<file path="src/rtl/vga_pkg.sv">
// Shared timing defaults, counter width and FSM encoding for the VGA raster path.
// Defaults describe 640x480 @ 60 Hz from a 100 MHz system clock.
package vga_pkg;

  localparam int unsigned CNT_W    = 10;
  localparam int unsigned CNT_SPAN = 2 ** CNT_W;

  localparam int unsigned DEF_CLK_DIV = 4;
  localparam int unsigned DEF_H_VIZ   = 640;
  localparam int unsigned DEF_H_FP    = 16;
  localparam int unsigned DEF_H_PULSE = 96;
  localparam int unsigned DEF_H_BP    = 48;
  localparam int unsigned DEF_H_SYNC  = 800;
  localparam int unsigned DEF_V_VIZ   = 480;
  localparam int unsigned DEF_V_FP    = 10;
  localparam int unsigned DEF_V_PULSE = 2;
  localparam int unsigned DEF_V_BP    = 33;
  localparam int unsigned DEF_V_SYNC  = 525;

  typedef enum logic [1:0] {
    IDLE  = 2'd0,
    RUN   = 2'd1,
    DRAIN = 2'd2
  } vga_state_e;

  // Half-open span test; one extra bit keeps a span ending at CNT_SPAN representable.
  function automatic logic in_span(input logic [CNT_W-1:0] c,
                                   input int unsigned lo,
                                   input int unsigned hi);
    return ({1'b0, c} >= (CNT_W+1)'(lo)) && ({1'b0, c} < (CNT_W+1)'(hi));
  endfunction

endpackage

</file>
<file path="src/rtl/vga_axis_cnt.sv">
// One raster axis: position counter that wraps at TOTAL, plus visible/sync flags
// for the value the counter will hold after this clock.
module vga_axis_cnt
  import vga_pkg::*;
#(
  parameter int unsigned TOTAL = DEF_H_SYNC,
  parameter int unsigned VIZ   = DEF_H_VIZ,
  parameter int unsigned FP    = DEF_H_FP,
  parameter int unsigned PULSE = DEF_H_PULSE
) (
  input  logic             clk,
  input  logic             rst,
  input  logic             clr,
  input  logic             inc,
  output logic [CNT_W-1:0] cnt,
  output logic             wrap,
  output logic             viz_nxt,
  output logic             sync_nxt
);

  localparam int unsigned SYNC_LO = VIZ + FP;
  localparam int unsigned SYNC_HI = VIZ + FP + PULSE;

  logic [CNT_W-1:0] cnt_nxt;

  // Next position and the region flags that describe it
  always_comb begin
    wrap    = inc && (cnt == CNT_W'(TOTAL - 1));
    cnt_nxt = cnt;
    if (clr || wrap) begin
      cnt_nxt = '0;
    end else if (inc) begin
      cnt_nxt = cnt + CNT_W'(1);
    end
    viz_nxt  = ({1'b0, cnt_nxt} < (CNT_W+1)'(VIZ));
    sync_nxt = in_span(cnt_nxt, SYNC_LO, SYNC_HI);
  end

  always_ff @(posedge clk or negedge rst) begin
    if (!rst) begin
      cnt <= '0;
    end else begin
      cnt <= cnt_nxt;
    end
  end

endmodule

</file>
<file path="src/rtl/vga_timing_gen.sv">
// Raster timing stage: pixel clock-enable, h/v position counters, sync pulses,
// active-video flag and line/frame strobes for the downstream pattern stage.
module vga_timing_gen
  import vga_pkg::*;
#(
  parameter int unsigned CLK_DIV  = DEF_CLK_DIV,
  parameter int unsigned H_VIZ    = DEF_H_VIZ,
  parameter int unsigned H_FP     = DEF_H_FP,
  parameter int unsigned H_PULSE  = DEF_H_PULSE,
  parameter int unsigned H_BP     = DEF_H_BP,
  parameter int unsigned H_SYNC   = DEF_H_SYNC,
  parameter int unsigned V_VIZ    = DEF_V_VIZ,
  parameter int unsigned V_FP     = DEF_V_FP,
  parameter int unsigned V_PULSE  = DEF_V_PULSE,
  parameter int unsigned V_BP     = DEF_V_BP,
  parameter int unsigned V_SYNC   = DEF_V_SYNC,
  parameter logic        SYNC_POL = 1'b0
) (
  input  logic             clk,
  input  logic             rst,
  input  logic             en,
  output logic             pix_ce,
  output logic [CNT_W-1:0] h_poz,
  output logic [CNT_W-1:0] v_poz,
  output logic             h_out,
  output logic             v_out,
  output logic             active,
  output logic             line_start,
  output logic             frame_start,
  output logic             busy
);

  localparam int unsigned PS_W = (CLK_DIV > 1) ? $clog2(CLK_DIV) : 1;

  if (CLK_DIV < 1) begin : g_bad_div
    $error("vga_timing_gen: CLK_DIV must be at least 1");
  end
  if ((H_SYNC > CNT_SPAN) || (V_SYNC > CNT_SPAN)) begin : g_bad_total
    $error("vga_timing_gen: H_SYNC/V_SYNC exceed counter range");
  end
  if (H_VIZ + H_FP + H_PULSE + H_BP != H_SYNC) begin : g_bad_h_sum
    $error("vga_timing_gen: horizontal regions do not sum to H_SYNC");
  end
  if (V_VIZ + V_FP + V_PULSE + V_BP != V_SYNC) begin : g_bad_v_sum
    $error("vga_timing_gen: vertical regions do not sum to V_SYNC");
  end

  vga_state_e      state_q;
  vga_state_e      state_nxt;
  logic [PS_W-1:0] ps_q;
  logic            ps_last;
  logic            idle;
  logic            live_nxt;
  logic            h_wrap;
  logic            v_wrap;
  logic            h_viz_nxt;
  logic            v_viz_nxt;
  logic            h_sync_nxt;
  logic            v_sync_nxt;

  assign ps_last  = (ps_q == PS_W'(CLK_DIV - 1));
  assign idle     = (state_q == IDLE);
  assign live_nxt = (state_nxt != IDLE);

  always_ff @(posedge clk or negedge rst) begin
    if (!rst) begin
      state_q <= IDLE;
    end else begin
      state_q <= state_nxt;
    end
  end

  // DRAIN only retires on the last pixel of a frame so frames are never cut short
  always_comb begin
    state_nxt = state_q;
    case (state_q)
      IDLE:  if (en) state_nxt = RUN;
      RUN:   if (!en) state_nxt = DRAIN;
      DRAIN: begin
        if (en) begin
          state_nxt = RUN;
        end else if (v_wrap) begin
          state_nxt = IDLE;
        end
      end
      default: state_nxt = IDLE;
    endcase
  end

  always_comb begin
    busy        = 1'b0;
    pix_ce      = 1'b0;
    line_start  = 1'b0;
    frame_start = 1'b0;
    if (!idle) begin
      busy        = 1'b1;
      pix_ce      = ps_last;
      line_start  = ps_last && (h_poz == '0);
      frame_start = ps_last && (h_poz == '0) && (v_poz == '0);
    end
  end

  // Prescaler sits at 0 in IDLE so every run starts on a fresh pixel period
  always_ff @(posedge clk or negedge rst) begin
    if (!rst) begin
      ps_q <= '0;
    end else if (idle || ps_last) begin
      ps_q <= '0;
    end else begin
      ps_q <= ps_q + PS_W'(1);
    end
  end

  vga_axis_cnt #(
    .TOTAL (H_SYNC),
    .VIZ   (H_VIZ),
    .FP    (H_FP),
    .PULSE (H_PULSE)
  ) u_h_cnt (
    .clk      (clk),
    .rst      (rst),
    .clr      (idle),
    .inc      (pix_ce),
    .cnt      (h_poz),
    .wrap     (h_wrap),
    .viz_nxt  (h_viz_nxt),
    .sync_nxt (h_sync_nxt)
  );

  vga_axis_cnt #(
    .TOTAL (V_SYNC),
    .VIZ   (V_VIZ),
    .FP    (V_FP),
    .PULSE (V_PULSE)
  ) u_v_cnt (
    .clk      (clk),
    .rst      (rst),
    .clr      (idle),
    .inc      (h_wrap),
    .cnt      (v_poz),
    .wrap     (v_wrap),
    .viz_nxt  (v_viz_nxt),
    .sync_nxt (v_sync_nxt)
  );

  // Flags are built from next-cycle counter values so they line up with h_poz/v_poz
  always_ff @(posedge clk or negedge rst) begin
    if (!rst) begin
      active <= 1'b0;
      h_out  <= ~SYNC_POL;
      v_out  <= ~SYNC_POL;
    end else begin
      active <= live_nxt && h_viz_nxt && v_viz_nxt;
      h_out  <= (live_nxt && h_sync_nxt) ? SYNC_POL : ~SYNC_POL;
      v_out  <= (live_nxt && v_sync_nxt) ? SYNC_POL : ~SYNC_POL;
    end
  end

endmodule
</file>
<file path="config.mk">
export PLATFORM = sky130hd
export DESIGN_NAME = vga_timing_gen
export DESIGN_NICKNAME = d
export VERILOG_FILES = /design/src/rtl/vga_pkg.sv /design/src/rtl/vga_axis_cnt.sv /design/src/rtl/vga_timing_gen.sv
export SDC_FILE = /design/constraint.sdc
export NUM_CORES = 1
export LEC_CHECK = 0
export CELL_PAD_IN_SITES_DETAIL_PLACEMENT = 1
export CELL_PAD_IN_SITES_GLOBAL_PLACEMENT = 2
export CORE_MARGIN = 5
export CORE_UTILIZATION = 32
export CTS_CLUSTER_DIAMETER = 120
export DETAILED_ROUTE_END_ITERATION = 8
export MAX_ROUTING_LAYER = met4
export PLACE_DENSITY = 0.81
export SLEW_MARGIN = 20
export SYNTH_ARGS = -nofsm -noshare
export SYNTH_HDL_FRONTEND = slang
export SYNTH_SLANG_ARGS = --single-unit
</file>
<file path="constraint.sdc">
create_clock -name clk -period 2.7 [get_ports clk]
set_input_delay 0.81 -clock clk [delete_from_list [all_inputs] [get_ports clk]]
set_output_delay 0.81 -clock clk [all_outputs]
set_load 0.02 [all_outputs]
</file>
# --- Yosys cells after proc, flatten, opt, wreduce, memory -nomap -nowiden ---
# Cells that the tools add are included.
totals:
  regBits: 27
  input_bits: 3
  elab_cells: 54
op_classes:
  add_sub_neg: 3
  order_cmp: 6
  eq_ne: 5
  mux: 16
  reduce_logical: 17
ops:
  columns: ["op", "count"]
  rows:
  - ["2-to-1 mux 10 bit", 4]
  - ["adder 10 x 1 -> 10 bit, second input constant", 2]
  - ["equality test 10 bit, second input constant", 2]
  - ["logical NOT 10 bit", 2]
  - ["less-than comparator 10 bit, second input constant", 2]
  - ["less-than comparator 10 x 9 -> 1 bit, second input constant", 2]
  - ["greater-or-equal comparator 10 bit, second input constant", 1]
  - ["greater-or-equal comparator 10 x 9 -> 1 bit, second input constant", 1]
  - ["logical AND 1 bit", 10]
  - ["2-to-1 mux 2 bit", 5]
  - ["2-to-1 mux 1 bit", 6]
  - ["one-hot mux 2 bit (3 select lines)", 1]
  - ["equality test 2 bit, second input constant", 2]
  - ["logical OR 1 bit", 3]
  - ["adder 2 x 1 -> 2 bit, second input constant", 1]
  - ["equality test 2 x 1 -> 1 bit, second input constant", 1]
  - ["logical NOT 2 bit", 1]
  - ["nonzero test 2 bit", 1]

# --- Depth between registers and ports, before layout ---
# Gate-level depths: netlist of run 1.
depth:
  depth_word: 10
  mapped_depth: 8

# --- Hierarchy ---
# Synthesis of run 1 repeated with hierarchy kept, for this count alone.
unflattened:
  hier_cells: 179
  area_unflattened_um2: 1709.1
modules_own_cells:
  columns: ["module", "n_inst", "cells_per_inst", "area_each_um2", "seq_area_each_um2"]
  rows:
  - ["vga_axis_cnt at u_v_cnt", 1, 74, 700.7, 250.2]
  - ["vga_axis_cnt at u_h_cnt", 1, 74, 674.4, 250.2]
  - ["vga_timing_gen", 1, 31, 334.1, 177.7]

# --- Worst setup path before layout of run 1 ---
# No wires, ideal clock.
synth_timing:
  path_type: "reg2reg"
  startpoint: "register ps_q[0]"
  endpoint: "register active"
  setup_ns: 0.122
  arrival_time_ns: 2.373
  required_ns: 2.578
  setup_slack_ns: 0.206
  stages_incl_launch_ff: 8
  path_buffers: 0
  cell_sequence: "dfrtp_1 ha_1 o21a_1 nor4b_1 mux2_2 o211ai_1 nand2_1 a2111oi_1"
synth_between:
  elab_chain_cells: 10
  elab_cells_between_ends: 18
  classes_between: "order compare: 2; eq/ne: 1; mux: 8; reduce/logical: 7"
synth_rtl:
  columns: ["element", "line_no", "source"]
  rows:
  - ["from (decl)", "vga_timing_gen.sv:50", "logic [PS_W-1:0] ps_q;"]
  - ["from (signal assigned)", "vga_timing_gen.sv:110", "ps_q <= ps_q + PS_W'(1);"]
  - ["equality test 2 bit (*)", "vga_timing_gen.sv:61", "assign ps_last = (ps_q == PS_W'(CLK_DIV - 1));"]
  - ["2-to-1 mux 1 bit (*)", "vga_timing_gen.sv:95", "if (!idle) begin"]
  - ["named net pix_ce", "vga_timing_gen.sv:22", "output logic pix_ce,"]
  - ["parallel branches: the longest is 7 deep, another holds less-than comparator 10 bit", null, null]
  - ["logical AND 1 bit (*)", "vga_timing_gen.sv:153", "active <= live_nxt && h_viz_nxt && v_viz_nxt;"]
  - ["to (signal assigned)", "vga_timing_gen.sv:153", null]
  - ["to (decl)", "vga_timing_gen.sv:27", "output logic active,"]
# Mark *: on every way through the listed nets, which the timed path passes.

# --- Worst setup path after layout of run 1 ---
layout_timing:
  startpoint: "register ps_q[0]"
  endpoint: "output port pix_ce"
layout_between:
  elab_chain_cells: 2
layout_rtl:
  columns: ["element", "line_no"]
  rows:
  - ["equality test 2 bit", "vga_timing_gen.sv:61"]
  - ["2-to-1 mux 1 bit", "vga_timing_gen.sv:95"]
  - ["to (decl)", "vga_timing_gen.sv:22"]
# Every way passes these cells.

==> results of run 1 <==
path summary, 6_finish.rpt:
| path | start | cells after the start | slack, ns | to |
|---|---|---|---|---|
| max reg2reg | u_h_cnt.cnt[5] | 6 | 0.20 | v_out |
| min reg2reg | ps_q[0] | 1 | 0.45 | ps_q[0] |
| min in group asynchronous | rst | 2 | 0.91 | u_h_cnt.cnt[3] |
| min | ps_q[0] | 1 | 0.45 | ps_q[0] |
| max | ps_q[0] | 4 | 0.12 | pix_ce |
| max in group asynchronous | rst | 2 | 1.48 | v_out |
state kept, by name, summed over array words and instances, names as in the netlist:
register and flops:
active 1, h_out 1, ps_q 2, state_q 2, u_h_cnt.cnt 10, u_v_cnt.cnt 10
v_out 1
power breakdown:
group | total [mW] | internal [mW] | switching (mW) | leakage [nW]
clock | 0.232 | 0.106 | 0.126 | 0.0228
combinational | 0.145 | 0.0667 | 0.0785 | 0.535
sequential | 0.434 | 0.423 | 0.0109 | 0.362
cell usage after synthesis:
library cell / instances
mux2_2: 2
and3_1: 2
a221oi_1: 1
or2_2: 1
nor3b_1: 1
dfrtp_1: 25
nand3b_1: 1
nor2_1: 25
ha_1: 5
a21oi_4: 1
o21a_1: 1
nor3_1: 3
buf_6: 1
nor4_2: 2
and2_2: 1
o211ai_1: 2
and4_2: 1
o31ai_4: 1
nand2_1: 15
nand4_1: 8
nor4b_1: 2
and4b_2: 1
o311ai_0: 2
nand3_1: 4
inv_1: 8
dfstp_2: 2
and2_1: 1
or4_4: 1
or3_4: 1
nor4_4: 1
a2111oi_1: 1
nor4_1: 2
o31ai_1: 2
and4_1: 1
a21boi_0: 1
xnor2_1: 9
nand2b_1: 1
or4_1: 1
xor2_1: 9
a21oi_1: 4
clkbuf_1: 2
repair_timing:
action / CTS / global route
pin swaps: 0 / 0
gates resized for setup: 3 / 5
setup endpoints to repair: 2 / 4
final cells by class:
cell class / count / area (µm²) / area share [%]
Clock buffer: 4 / 45.0 / 2.12
Inverter: 8 / 30.0 / 1.41
Multi-Input combinational cell: 117 / 828 / 38.9
Sequential cell: 27 / 678 / 31.9
Tap cell: 54 / 67.6 / 3.17
Timing Repair Buffer: 55 / 479 / 22.5
metal layers:
metal	part of all wire, %	vias up
met5	0	-
met4	1.3	0
met3	2.5	6
met2	49	16
met1	48	671
li1	-	661
stage by stage:
| stage | std cells | total power [mW] | worst slack (ns) | util (%) | hold WS, ns |
|---|---|---|---|---|---|
| floorplan | 155 | 0.517 | 0.206 | - | 0.419 |
| global placement | 261 | 0.585 | 0.0879 | 44.1 | 0.428 |
| detailed placement | 261 | 0.591 | 0.000423 | 44.1 | 0.448 |
| CTS | 265 | 0.821 | 0.00863 | 45.1 | 0.462 |
| global route | 265 | 0.862 | 0.0403 | 45.4 | 0.481 |
| finish | 265 | 0.811 | 0.124 | 45.4 | 0.452 |
kinds of logic after synthesis:
group / after synthesis
adders and majority gates: 5
muxes: 2
and+or+nand+nor: 76
buffers and inverters: 11
DFF: 27
AOI/OAI and AO/OA: 16
xor gates and xnor gates: 18
==> run metrics, run 1 <==
fill cell count=542; clk_lat worst skew=between 0.2 and 0.3 ns; worst vdd ir=0.219 mV; RSZ-0062 raised after global routing=false; Leakage=0.920 nW; main combinational cell family by area after synthesis=simple AND/OR/NAND/NOR gates; sequential area share after synthesis=44.2%; CP Capture Type=output pin; Most Crowded Layer GR=met2; Global Route met3 Usage=2.38%; wire per inst=16.5 µm; Crit Path Class=flop to output pin; cell count after synthesis=155; via count=1354; status=finished, final reports clean; setup violators final=0; CP max stage cell=clkdlybuf4s50_1; Slew HR=67.0%; Initial Util=32.7%; multiplexer area fraction after synthesis=1.47%; GR Layer Usage met2=24.6%; CTS Buf Count=3; yosys warns=0; Setup crit start kind=flop; simple logic cell fraction of the synthesized area=approximately 28%; Sinks on Clock Net=27; Adder-Cell Fraction of Synth Area=approximately 4%; Req. time, crit path=1.89 ns; Unique masters post-synth=between 40 and 50; die area=6280 µm²; Worst Path Buf+Inv=2; Core Rows=25; final hold vios=0; Highest Clock Rate=388 MHz; area delta synth->final=38.7%; first-pass GRT wire length=7.28 mm; Clock transition at path regs=approximately 0.09 ns; placed wire-length estimate=3.51 mm; Hold WC Path Type=flop to flop; Largest stage delay, worst path=0.60 ns; initial antenna violation count=0; max cap viols=0; commonest non-fill, non-tap cell in the layout=clkdlybuf4s50_1; core area=4690 µm²; Iter 0 DRT Violations=71; GR Util All Layers=15.3%; Mean Syn Cell Area=9.90 µm²; Area contributors post-synth=dfrtp_1, nor2_1, xnor2_1; fraction of layout cells with a size suffix above 1=23.2%; Layout Nets=220; most frequent cells in the layout=clkdlybuf4s50_1, buf_4, nor2_1, dfrtp_1, nand2_1; cts hold-fix bufs=0; GRT overflow=0; Yosys reg bits=27; clock buffer depth=2; Post-Route WL=4.37 mm; Die H=79.2 µm; DRC errors left=0; largest net degree at the start of global routing=28; DRT antenna net count=0; Area after DPL=a little over 2000 µm²; setup TNS=0 ns; H-tree depth=1; RD Place Congestion=0.844; period utilization=95.4%; Max FO, Critical Path=6; XOR/XNOR share of the synthesized area=10.3%; Final Max Slew Viols=0; Slew @ Worst Pin=0.489 ns; Tmin final=2.58 ns; routed vias/inst=slightly above 5; Diodes inserted=0; largest area contributor in the synthesized netlist=dfrtp_1; final instance area=2130 µm²; I/O Pins=30; worst path cell trace=ha_1, o21a_1, buf_4, clkdlybuf4s50_1; GR Util met1=between 20 and 25%; WP data arrival=1.77 ns; clock root cell=clkbuf_8; vias in the first global route=1435; synthesized area=1530 µm²; Compound-Gate Fraction of Synth Area=a little under a tenth; Chip Width=slightly below 80 µm; synthesized net count=163; CTS tree=yes; post-CTS setup buffers=0; First-pass DRT Iterations=4; port bufs=29; Pwr per Cell Area=approximately 380 nW/µm²; Yosys top cell area share=40.8%; family with the most delay on the worst path=buffers and inverters; skew final=0.00514 ns
Note: power is estimated with default switching activity, not from simulation.
==> run 2: changes to the inputs <==
--- a/config.mk
+++ b/config.mk
@@ -8,11 +8,13 @@
 export CELL_PAD_IN_SITES_DETAIL_PLACEMENT = 1
 export CELL_PAD_IN_SITES_GLOBAL_PLACEMENT = 2
 export CORE_MARGIN = 5
-export CORE_UTILIZATION = 32
+export CORE_UTILIZATION = 35
 export CTS_CLUSTER_DIAMETER = 120
 export DETAILED_ROUTE_END_ITERATION = 8
+export DONT_BUFFER_PORTS = 1
 export MAX_ROUTING_LAYER = met4
-export PLACE_DENSITY = 0.81
+export PLACE_DENSITY = 0.74
+export RECOVER_POWER = 100
 export SLEW_MARGIN = 20
 export SYNTH_ARGS = -nofsm -noshare
 export SYNTH_HDL_FRONTEND = slang
==> run 2 against run 1 <==
  * Register-to-register slack worse by 0.02 ns
  * Global-route usage is 0.76 points higher
  * Count of clock-buffer cells in the layout is 1 lower
  * Sequential power is 0.9% higher
  * Routed wire length is 0.99% lower
  * Utilization is 5.4 points lower
  * Cell count is 12% lower
  * Highest routed layer unchanged
==> run metrics, run 2 (same netlist as run 1, synthesis figures left out) <==
status=finished, final reports clean; Largest regs=u_h_cnt.cnt x10, u_v_cnt.cnt x10; Req. time, crit path=1.89 ns (about the same); most frequent cells in the layout=nor2_1, dfrtp_1, clkbuf_1; Iter 0 DRT Violations=48 (-32%); Layout Nets=189 (-14%); via count=1266 (-6.5%); Slew HR=66.8% (-0.17 points); Setup crit start kind=flop; Pwr per Cell Area=451 nW/µm² (+18%); CTS Buf Count=3 (unchanged); fill cell count=526 (-3.0%); DRT antenna net count=0 (unchanged); Tmin final=2.60 ns (+0.0277 ns); Chip Width=76.2 µm (-3.8%); Die H=76.2 µm (-3.8%); GR Util All Layers=16.0% (+0.76 points); Crit Path Class=flop to output pin; DP Worst Slack=-0.0215 ns (-0.0219 ns); WP data arrival=1.79 ns (+0.02 ns); cts hold-fix bufs=0 (unchanged); DRC errors left=0 (unchanged); routed vias/inst=5.46 (+6.8%); Diodes inserted=0 (unchanged); Highest Clock Rate=384 MHz (-1.1%); worst vdd ir=0.230 mV (+4.9%); RD Place Congestion=0.847 (+0.32%); CP Capture Type=output pin; First-pass DRT Iterations=4 (unchanged); clock buffer depth=2 (unchanged); period utilization=96.4% (+1.0 points); Max FO, Critical Path=3 (-3); total power=0.776 mW (-4.4%); CTS tree=yes; Clock transition at path regs=0.10 ns (about the same); Leakage=0.706 nW (-23%); Hold WC Path Type=input port to async pin; initial antenna violation count=0 (unchanged); final hold vios=0 (unchanged); setup violators final=0 (unchanged); placed wire-length estimate=3.40 mm (-3.0%); r2r setup slk=0.18 ns (-0.02 ns); clk_lat worst skew=0.27 ns (about the same); H-tree depth=1 (unchanged); I/O Pins=30 (unchanged); GRT overflow=0 (unchanged); Sinks on Clock Net=27 (unchanged); Post-Route WL=4.32 mm (-0.99%); wire per inst=18.6 µm (+13%); vias in the first global route=1426 (-0.63%); largest net degree at the start of global routing=28 (unchanged); Final WS setup=0.0965 ns (-0.0277 ns); die area=5810 µm² (-7.5%); fraction of layout cells with a size suffix above 1=11.7% (-12 points); Final Max Slew Viols=0 (unchanged); RSZ-0062 raised after global routing=false; area delta synth->final=12.0%; Slew @ Worst Pin=0.498 ns (+0.00872 ns); final instance area=1720 µm² (-19%); skew final=0.00396 ns (-0.00118 ns); first-pass GRT wire length=7.47 mm (+2.6%); clock root cell=clkbuf_8; Area after DPL=1760 µm² (-15%); core area=4290 µm² (-8.5%); max cap viols=0 (unchanged); Initial Util=35.7% (+3.0 points); Core Rows=24 (-4.0%); port bufs=0 (-100%)
## run 2: changes by cell type in the layout (fill, tap and decap cells not counted), sizes merged
cell,previous run,this run
clkdlybuf4s50,27,0
clkbuf,5,25
dlygate4sd2,1,0
buf,26,2
clkinvlp,0,1
## run 2: power breakdown
group	switching, mW	total [mW]	internal [mW]
combinational	0.0609	0.0957	0.0348
sequential	0.0153	0.438	0.423
clock	0.137	0.242	0.105
## run 2: final timing paths
check | depth (start not counted) | startpoint | end
worst max-delay path | 5 | u_h_cnt.cnt[1] | frame_start
worst min-delay path | 0 | rst | u_h_cnt.cnt[7]
worst max register to register | 6 | u_h_cnt.cnt[5] | v_out
worst min register to register | 1 | ps_q[0] | ps_q[0]
max in group asynchronous | 0 | rst | v_out
min in group clk | 1 | ps_q[0] | ps_q[0]
## run 2: area by class of cell
cell class,instances,area (µm²),share of cell area [%]
Multi-Input combinational cell,117,797,46.4
Sequential cell,27,678,39.5
Timing Repair Buffer,24,98.8,5.75
Tap cell,52,65.1,3.79
Clock buffer,3,41.3,2.40
Inverter,8,30.0,1.75
Clock inverter,1,7.51,0.437
## run 2: worst max-delay path, stage by stage, from the launching register on
cell	delay [ns]
dfrtp_1	0.41
inv_1	0.11
ha_1	0.16
nor4b_1	0.22
and4b_2	0.35
and2_1	0.27
## run 2: metrics by stage
step,setup TNS (ns),hold WS (ns),std cells,util [%]
floorplan,0,0.419,155,-
global placement,0,0.428,228,41.0
detailed placement,-0.0215,0.445,228,41.0
CTS,0,0.208,232,42.4
global route,0,0.194,232,40.0
finish,0,0.214,232,40.0
## run 2: timing repair
action | 4_1_cts | 5_1_grt
endpoints found under the hold margin | 0 | 0
setup buffers | 0 | 0
gates resized for setup | 2 | 1
endpoints found under the setup margin | 2 | 1
## run 2: metal layers
layer / wire (µm) / GRT usage [%] / share of wire, % / vias to the layer above
met4: 50 / 4.90 / 1.2 / 0
met3: 177 / 3.31 / 4.1 / 6
li1: - / - / - / 597
met2: 2120 / 26.1 / 49 / 27
met5: 0 / - / 0 / -
met1: 1970 / 20.0 / 46 / 636
==> run 3: changes to the inputs <==
--- a/config.mk
+++ b/config.mk
@@ -7,7 +7,6 @@
 export LEC_CHECK = 0
 export CELL_PAD_IN_SITES_DETAIL_PLACEMENT = 1
 export CELL_PAD_IN_SITES_GLOBAL_PLACEMENT = 2
-export CORE_MARGIN = 5
 export CORE_UTILIZATION = 35
 export CTS_CLUSTER_DIAMETER = 120
 export DETAILED_ROUTE_END_ITERATION = 8
==> run 3 against run 2 <==
  * Cell area is 0.15% lower
  * Non-clock buffer count unchanged
  * Worst hold slack got worse by 0.0038 ns
  * Routed wire length down 6.0%
  * Count of clock-buffer cells in the layout stayed put
  * Sequential cell count stayed put
  * Cell count down 0.86%
  * Sequential share of layout area increased by 0.058 points
  * Clock power fell by 2%
  * Clock skew down 0.0013 ns
  * Register-to-register slack got worse by 0.08 ns
  * Die area shrank 20%
==> run metrics, run 3 (same netlist as run 1, synthesis figures left out) <==
RD Place Congestion=0.951 (+12%); WP data arrival=1.81 ns (+0.02 ns); fraction of layout cells with a size suffix above 1=11.7% (unchanged); Slew @ Worst Pin=0.542 ns (+0.0442 ns); routed vias/inst=5.37 (-1.6%); DRC errors left=0 (unchanged); placed wire-length estimate=3.18 mm (-6.6%); Tmin final=2.62 ns (+0.0166 ns); Setup crit start kind=flop; RSZ-0062 raised after global routing=false; Final WS setup=0.0799 ns (-0.0166 ns); GR Util All Layers=20.2% (+4.2 points); CP Capture Type=output pin; status=finished, final reports clean; Slew HR=63.6% (-3.2 points); port bufs=0 (unchanged); Chip Width=68.2 µm (-10%); Highest Clock Rate=382 MHz (-0.64%); DRT antenna net count=0 (unchanged); period utilization=97.0% (+0.62 points); placed insts=226 (-0.88%); Req. time, crit path=1.89 ns (about the same); final hold vios=0 (unchanged); Die H=68.2 µm (-10%); Core Rows=23 (-4.2%); Clock transition at path regs=0.10 ns (about the same); wire per inst=17.7 µm (-5.2%); skew final=0.00264 ns (-0.00133 ns); Crit Path Class=flop to output pin; DP Worst Slack=0.142 ns (+0.163 ns); Hold WC Path Type=input port to async pin; area delta synth->final=11.8%; clock buffer depth=2 (unchanged); Area after DPL=1760 µm² (-0.14%); post-CTS setup buffers=0 (unchanged); Post-Route WL=4.06 mm (-6.0%); largest net degree at the start of global routing=28 (unchanged); Pwr per Cell Area=454 nW/µm² (+0.61%); First-pass DRT Iterations=4 (unchanged); via count=1235 (-2.4%); cts hold-fix bufs=0 (unchanged); max cap viols=0 (unchanged); setup TNS=0 ns (unchanged); Crit. Startpoint=u_v_cnt.cnt[5]; Max FO, Critical Path=3 (unchanged); Final Non-Filler Cells=230 (-0.86%); Iter 0 DRT Violations=45 (-6.3%); H-tree depth=1 (unchanged); I/O Pins=30 (unchanged); Sinks on Clock Net=27 (unchanged); Initial Util=37.3% (+1.6 points); vias in the first global route=1333 (-6.5%); Layout Nets=189 (unchanged); CTS Buf Count=3 (unchanged); Largest regs=u_h_cnt.cnt x10, u_v_cnt.cnt x10; worst reg2reg startpoint=u_h_cnt.cnt[5]; clk_lat worst skew=0.28 ns (about the same); setup violators final=0 (unchanged); die area=4650 µm² (-20%); Diodes inserted=0 (unchanged); final instance area=1720 µm² (-0.15%); first-pass GRT wire length=6.60 mm (-12%); worst vdd ir=0.233 mV (+1.3%); core area=4120 µm² (-4.2%); Leakage=0.712 nW (+0.79%); CTS tree=yes; initial antenna violation count=0 (unchanged); GRT overflow=0 (unchanged); most frequent cells in the layout=nor2_1, dfrtp_1, clkbuf_1; clock root cell=clkbuf_8; Final Max Slew Viols=0 (unchanged)
-- run 3: path summary, 6_finish.rpt --
path / endpoint / slack [ns] / cells past startpoint
min in group clk: ps_q[0] / 0.45 / 1
min reg2reg: ps_q[0] / 0.45 / 1
max: frame_start / 0.08 / 4
min: u_h_cnt.cnt[8] / 0.21 / 0
max in group asynchronous: h_out / 2.32 / 0
max reg2reg: v_out / 0.10 / 6
-- run 3: critical path: stages (launching register included) --
cell and delay, ns:
dfrtp_1 0.39, nor4_1 0.38, nand3b_1 0.21, nor4_1 0.31
and2_4 0.25
-- run 3: final cells by class --
class,count,area (µm²)
Clock buffer,3,41.3
Timing Repair Buffer,24,100
Inverter,8,30.0
Multi-Input combinational cell,117,798
Fill cell,485,2400
Clock inverter,1,5.00
Tap cell,50,62.6
Sequential cell,27,678
-- run 3: per-layer routing --
metal / wire [µm] / vias to the layer above / GRT usage [%]
met5: 0 / - / -
met2: 1830 / 23 / 28.9
met3: 162 / 8 / 3.50
met4: 74 / 0 / 8.33
li1: - / 596 / -
met1: 2000 / 608 / 28.0
-- run 3: metrics by stage --
| stage | util (%) | power [mW] | hold WS, ns |
|---|---|---|---|
| after floorplan | - | 0.517 | 0.419 |
| after global placement | 42.7 | 0.553 | 0.426 |
| after detailed placement | 42.7 | 0.559 | 0.439 |
| after CTS | 43.9 | 0.802 | 0.202 |
| after global routing | 41.7 | 0.824 | 0.192 |
| final | 41.7 | 0.779 | 0.210 |
-- run 3: report_power, final --
part           total [mW]  internal, mW  switching [mW]
clock network       0.238         0.104           0.134
logic               0.102        0.0395          0.0622
registers           0.439         0.423          0.0163
-- run 3: what timing repair did --
action,in CTS,in global routing
gates resized for setup,1,2
endpoints found under the setup margin,1,2
hold endpoints to repair,0,0
cloned,0,0
pin swaps,0,1
